--- src/rtl/uart_pkg.sv ---
// Shared UART definitions: receiver state encoding, line idle level and the
// baud divider helper used by both ends of the link.
package uart_pkg;

  typedef enum logic [2:0] {
    IDLE,
    START,
    DATA,
    STOP,
    WAIT_HI
  } rx_state_t;

  localparam logic UART_IDLE_LVL = 1'b1;

  function automatic int unsigned uart_div(input int unsigned clk_hz,
                                           input int unsigned baud);
    return clk_hz / baud;
  endfunction

endpackage

--- src/rtl/uart_sync2.sv ---
// Two-flop synchronizer for a single asynchronous level; the reset value is
// chosen so the synchronized line comes out of reset at its idle level.
module uart_sync2 #(
  parameter logic RESET_VAL = 1'b1
) (
  input  logic clk,
  input  logic rst_n,
  input  logic d_i,
  output logic q_o
);

  logic [1:0] sync_q;

  always_ff @(posedge clk or negedge rst_n) begin
    if (!rst_n) begin
      sync_q <= {2{RESET_VAL}};
    end else begin
      sync_q <= {sync_q[0], d_i};
    end
  end

  assign q_o = sync_q[1];

endmodule

--- src/rtl/uart_rx.sv ---
// UART receiver: frame-aligned bit timing, LSB-first shifter and a one-word
// valid/ready output register with framing-error and overrun pulses.
module uart_rx
  import uart_pkg::*;
#(
  parameter int unsigned CLK_HZ    = 50_000_000,
  parameter int unsigned BAUD      = 115200,
  parameter int unsigned DATA_BITS = 8
) (
  input  logic                 clk,
  input  logic                 rst_n,
  input  logic                 rx_i,
  output logic [DATA_BITS-1:0] data_o,
  output logic                 valid_o,
  input  logic                 ready_i,
  output logic                 frame_err_o,
  output logic                 overrun_o,
  output logic                 busy_o
);

  localparam int unsigned DIV   = uart_div(CLK_HZ, BAUD);
  localparam int unsigned HALF  = DIV / 2;
  localparam int unsigned CNT_W = $clog2(DIV);
  localparam int unsigned IDX_W = $clog2(DATA_BITS + 1);

  localparam logic [CNT_W-1:0] CNT_HALF = CNT_W'(HALF - 1);
  localparam logic [CNT_W-1:0] CNT_LAST = CNT_W'(DIV - 1);
  localparam logic [CNT_W-1:0] CNT_ONE  = CNT_W'(1);
  localparam logic [IDX_W-1:0] IDX_LAST = IDX_W'(DATA_BITS - 1);
  localparam logic [IDX_W-1:0] IDX_ONE  = IDX_W'(1);

  // The mid-start sample needs at least a couple of cycles on either side.
  generate
    if (DIV < 4) begin : g_div_check
      $error("uart_rx: CLK_HZ/BAUD must be at least 4");
    end
  endgenerate

  logic                 rxs;
  rx_state_t            state_q, state_d;
  logic [CNT_W-1:0]     cnt_q, cnt_d;
  logic [IDX_W-1:0]     idx_q, idx_d;
  logic [DATA_BITS-1:0] shift_q, shift_d;
  logic                 deliver_q, deliver_d;
  logic                 frame_err_q, frame_err_d;
  logic [DATA_BITS-1:0] data_q, data_d;
  logic                 valid_q, valid_d;
  logic                 overrun_q, overrun_d;

  uart_sync2 #(
    .RESET_VAL(UART_IDLE_LVL)
  ) u_sync (
    .clk  (clk),
    .rst_n(rst_n),
    .d_i  (rx_i),
    .q_o  (rxs)
  );

  always_ff @(posedge clk or negedge rst_n) begin
    if (!rst_n) begin
      state_q     <= IDLE;
      cnt_q       <= '0;
      idx_q       <= '0;
      shift_q     <= '0;
      deliver_q   <= 1'b0;
      frame_err_q <= 1'b0;
      data_q      <= '0;
      valid_q     <= 1'b0;
      overrun_q   <= 1'b0;
    end else begin
      state_q     <= state_d;
      cnt_q       <= cnt_d;
      idx_q       <= idx_d;
      shift_q     <= shift_d;
      deliver_q   <= deliver_d;
      frame_err_q <= frame_err_d;
      data_q      <= data_d;
      valid_q     <= valid_d;
      overrun_q   <= overrun_d;
    end
  end

  // Data bits shift in from the top so the first (LSB) bit ends up in bit 0.
  always_comb begin
    state_d     = state_q;
    cnt_d       = cnt_q + CNT_ONE;
    idx_d       = idx_q;
    shift_d     = shift_q;
    deliver_d   = 1'b0;
    frame_err_d = 1'b0;
    unique case (state_q)
      IDLE: begin
        cnt_d = '0;
        if (!rxs) begin
          state_d = START;
        end
      end
      START: begin
        if (cnt_q == CNT_HALF) begin
          cnt_d = '0;
          if (rxs) begin
            state_d = IDLE;
          end else begin
            state_d = DATA;
            idx_d   = '0;
          end
        end
      end
      DATA: begin
        if (cnt_q == CNT_LAST) begin
          cnt_d   = '0;
          shift_d = {rxs, shift_q[DATA_BITS-1:1]};
          idx_d   = idx_q + IDX_ONE;
          if (idx_q == IDX_LAST) begin
            state_d = STOP;
          end
        end
      end
      STOP: begin
        if (cnt_q == CNT_LAST) begin
          cnt_d       = '0;
          deliver_d   = rxs;
          frame_err_d = !rxs;
          state_d     = rxs ? IDLE : WAIT_HI;
        end
      end
      WAIT_HI: begin
        cnt_d = '0;
        if (rxs) begin
          state_d = IDLE;
        end
      end
      default: begin
        state_d = IDLE;
        cnt_d   = '0;
      end
    endcase
  end

  // A delivery meeting an accepted word replaces it in place; otherwise a
  // still-occupied output drops the new word and flags the overrun.
  always_comb begin
    data_d    = data_q;
    valid_d   = valid_q;
    overrun_d = 1'b0;
    if (valid_q && ready_i) begin
      valid_d = 1'b0;
    end
    if (deliver_q) begin
      if (!valid_q || ready_i) begin
        data_d  = shift_q;
        valid_d = 1'b1;
      end else begin
        overrun_d = 1'b1;
      end
    end
  end

  assign data_o      = data_q;
  assign valid_o     = valid_q;
  assign frame_err_o = frame_err_q;
  assign overrun_o   = overrun_q;
  assign busy_o      = (state_q != IDLE);

endmodule

--- config.mk ---
export PLATFORM = sky130hd
export DESIGN_NAME = uart_rx
export DESIGN_NICKNAME = d
export VERILOG_FILES = /design/src/rtl/uart_pkg.sv /design/src/rtl/uart_sync2.sv /design/src/rtl/uart_rx.sv
export SDC_FILE = /design/constraint.sdc
export NUM_CORES = 1
export LEC_CHECK = 0
export ABC_AREA = 1
export BUFFER_PORTS_ARGS = -buffer_cell sky130_fd_sc_hd__buf_2
export CAP_MARGIN = 20
export CORE_MARGIN = 2
export CORE_UTILIZATION = 55
export DETAILED_ROUTE_END_ITERATION = 6
export PLACE_DENSITY_LB_ADDON = 0.15
export SLEW_MARGIN = 20
export SYNTH_ARGS = -nofsm -noshare
export SYNTH_HDL_FRONTEND = slang
export SYNTH_SLANG_ARGS = --single-unit
--- constraint.sdc ---
create_clock -name clk -period 3 [get_ports clk]
set_clock_uncertainty 0.1 [all_clocks]
set_input_delay 0.3 -clock clk [delete_from_list [all_inputs] [get_ports clk]]
set_output_delay 0.3 -clock clk [all_outputs]
set_load 0.02 [all_outputs]
==> out/metrics.yaml <==
route:
  wl_met1_mm: 1.566
  antenna_left: 0
  wl_met3_um: 123
  post_drt_wl_per_cell_um: 10.59
  drtIter0Drc: 67
  first_pass_iters: 4
  viasPerCell: 4.765
  num_vias: 1358
  route.met2.wl_mm: 1.276
  drcViolationCount: 0
  totalWireLength_mm: 3.019
  highest_layer: "met4"
place:
  hpwlAfterDp_mm: 2.192
  port_buffers: 15
  dpl-instance-area_um2: 1943
  place_ws_ns: 1.435
  place_congestion: 0.9094
sta:
  final.setup.tns_ns: 0
  finalHoldViolations: 0
  min_period_over_period_pct: 54.87
  finalWorstSetupSlack_ns: 1.354
  drv_slew: 0
  tightest_slew_ns: 0.7804
  rsz0062_at_grt: "no"
  setup_violations: 0
  relSlewSlack_pct: 47.97
  finalCriticalPeriod_ns: 1.646
  fmax_mhz: 607.5
critical_path:
  arrival_ns: 1.25
  start_kind: "flop"
  reg2reg_to: "shift_q[1]"
  r2r_slack_ns: 1.44
  crit_fanout: 7
  cp.required_ns: 2.60
  r2r_start: "cnt_q[1]"
  critical_path_class: "flop to primary output"
  r2r_cells: 8
  end_kind: "primary output"
grt:
  grt_pass1_wl_mm: 5.223
  grt_pass1_vias: 1184
  grt_max_degree: 39
  antenna_found_initial: 0
  grt-ovfl-total: 0
  grtUsageTotal_pct: 18.93
clock_tree:
  cts.path.max_buffers: 2
  insertion_delay_ns: 0.35
  cts_sinks: 38
  root_buffer: "clkbuf_4"
  cts_tree: "built"
  cts.reportedPaths.clkPinSlew_ns: 0.11
  htreeDepth: 2
  cts_resized: 0
  numCtsBuffers: 5
die:
  start_util_pct: 59.03
  std_cell_rows: 20
  die_h_um: 61.71
  die_w_um: 61.71
  ios: 16
  core_area_um2: 3103
  dieArea_um2: 3808
hold_path:
  whs_endpoint: "overrun_o"
  hold_class: "primary input to flop"
  min_path_cells: 4
  hp-start: "ready_i"
yosys:
  synth_mux_area_share_pct: 0
  synth_seq_area_share_pct: 52.05
  yosysTopAreaCellShare_pct: 49.18
  yosys.cell_types.count: 25
  synth_largest_area_cell: "dfrtp_1"
  synth.area.top_cells: "dfrtp_1, nand2_1, inv_1"
  synthAdderAreaFrac_pct: 2.732
  ys_seq_elements: 38
  yosys.area_share.simple_pct: 29.99
  yosysWarningCount: 0
  synth_cells: 218
  synth_top_family_by_area: "simple AND/OR/NAND/NOR gates"
  synth_compound_area_share_pct: 5.738
  syn_nets: 226
  syn-cell-area_um2: 1832
  avgSynthCellArea_um2: 8.403
  synthXorXnorAreaFrac_pct: 1.913
power:
  leakage_uw: 0.001079
  cellPowerDensity_nw_per_um2: 464.9
  ir_worst_vdd_v: 0.0002546
layout:
  nNetsFinal: 248
  fill_cells: 269
  area_growth_pct: 12.98
  layout_common_cells: "nand2_1, dfrtp_1, inv_1"
  fin_area_um2: 2069
  drive_gt1_share_pct: 17.84
  n_antenna_cell: 0
  layout_commonest_cell: "nand2_1"
status:
  outcome: "finished, final reports clean"
run:
  max_cap_viol_count: 0
## how the worst max path moves through the flow
stage                           from         end  slack [ns]
after floorplan             cnt_q[1]  shift_q[0]        1.55
after global placement      cnt_q[1]  shift_q[1]        1.47
after detailed placement    cnt_q[1]  shift_q[1]        1.43
after CTS                 state_q[2]      busy_o        1.34
after global routing      state_q[2]      busy_o        1.25
final                     state_q[2]      busy_o        1.35
## routing by layer
metal | up-vias | GRT usage (%)
li1 | 723 | -
met1 | 605 | 26.22
met2 | 24 | 27.82
met3 | 6 | 6.211
met4 | 0 | 7.295
met5 | - | 0
## Yosys cell counts (all sizes together)
cell type / number
dfstp: 2
o21ai: 18
nor2: 28
inv: 32
clkbuf: 1
dfrtp: 36
nand2: 70
nor3: 5
xor2: 2
buf: 1
nand3: 8
nand4: 8
o21bai: 1
xnor2: 2
ha: 4
## logic make-up after synthesis
family                   after synthesis
AND/OR/NAND/NOR                      119
flip-flops                            38
buffers and inverters                 34
AO/OA/AOI/OAI                         19
XOR/XNOR                               4
adder cells (fa/ha/maj)                4
## sequential cells by signal, indices dropped and copies added (netlist names)
| signal | count |
|---|---|
| idx_q | 4 |
| cnt_q | 9 |
| overrun_o | 1 |
| valid_o | 1 |
| u_sync.sync_q | 2 |
| data_o | 8 |
| state_q | 3 |
| shift_q | 8 |
| frame_err_o | 1 |
| deliver_q | 1 |
## layout make-up
type                            instances  area (um^2)  share of cell area, %
Multi-Input combinational cell        146        739.5                  35.73
Sequential cell                        38        953.4                  46.07
Clock buffer                            5        37.54                  1.814
Timing Repair Buffer                   17        95.09                  4.595
Tap cell                               44        55.05                  2.660
Inverter                               32        120.1                  5.804
Clock inverter                          3        68.82                  3.325
## through the flow
| stage | total power [uW] | std cells | utilization [%] | hold WS (ns) |
|---|---|---|---|---|
| final | 962.0 | 285 | 66.69 | 0.1305 |
| after global routing | 999.5 | 285 | 66.69 | 0.1751 |
| after CTS | 976.3 | 285 | 66.69 | 0.1159 |
| after detailed placement | 540.2 | 275 | 62.62 | 0.2510 |
| after global placement | 539.9 | 275 | 62.62 | 0.2463 |
| after floorplan | 527.7 | 218 | - | -0.09559 |
## where the power goes
part / internal, uW / leakage (uW) / switching (uW)
clock: 261 / 0.0000554 / 170
combinational: 3.88 / 0.000514 / 11.8
sequential: 514 / 0.000509 / 1.07
## critical path: stages, from the launching register on
cell and delay, ns:
dfrtp_1 0.47, nor2_2 0.20, nand2_1 0.07, buf_2 0.16
## what timing repair did
| item | CTS | global route |
|---|---|---|
| hold endpoints to repair | 37 | 0 |
| buffers inserted | 0 | 0 |
| setup endpoints to repair | 0 | 0 |
| hold buffers | 2 | 0 |
Power figures use the tool's default switching activity.
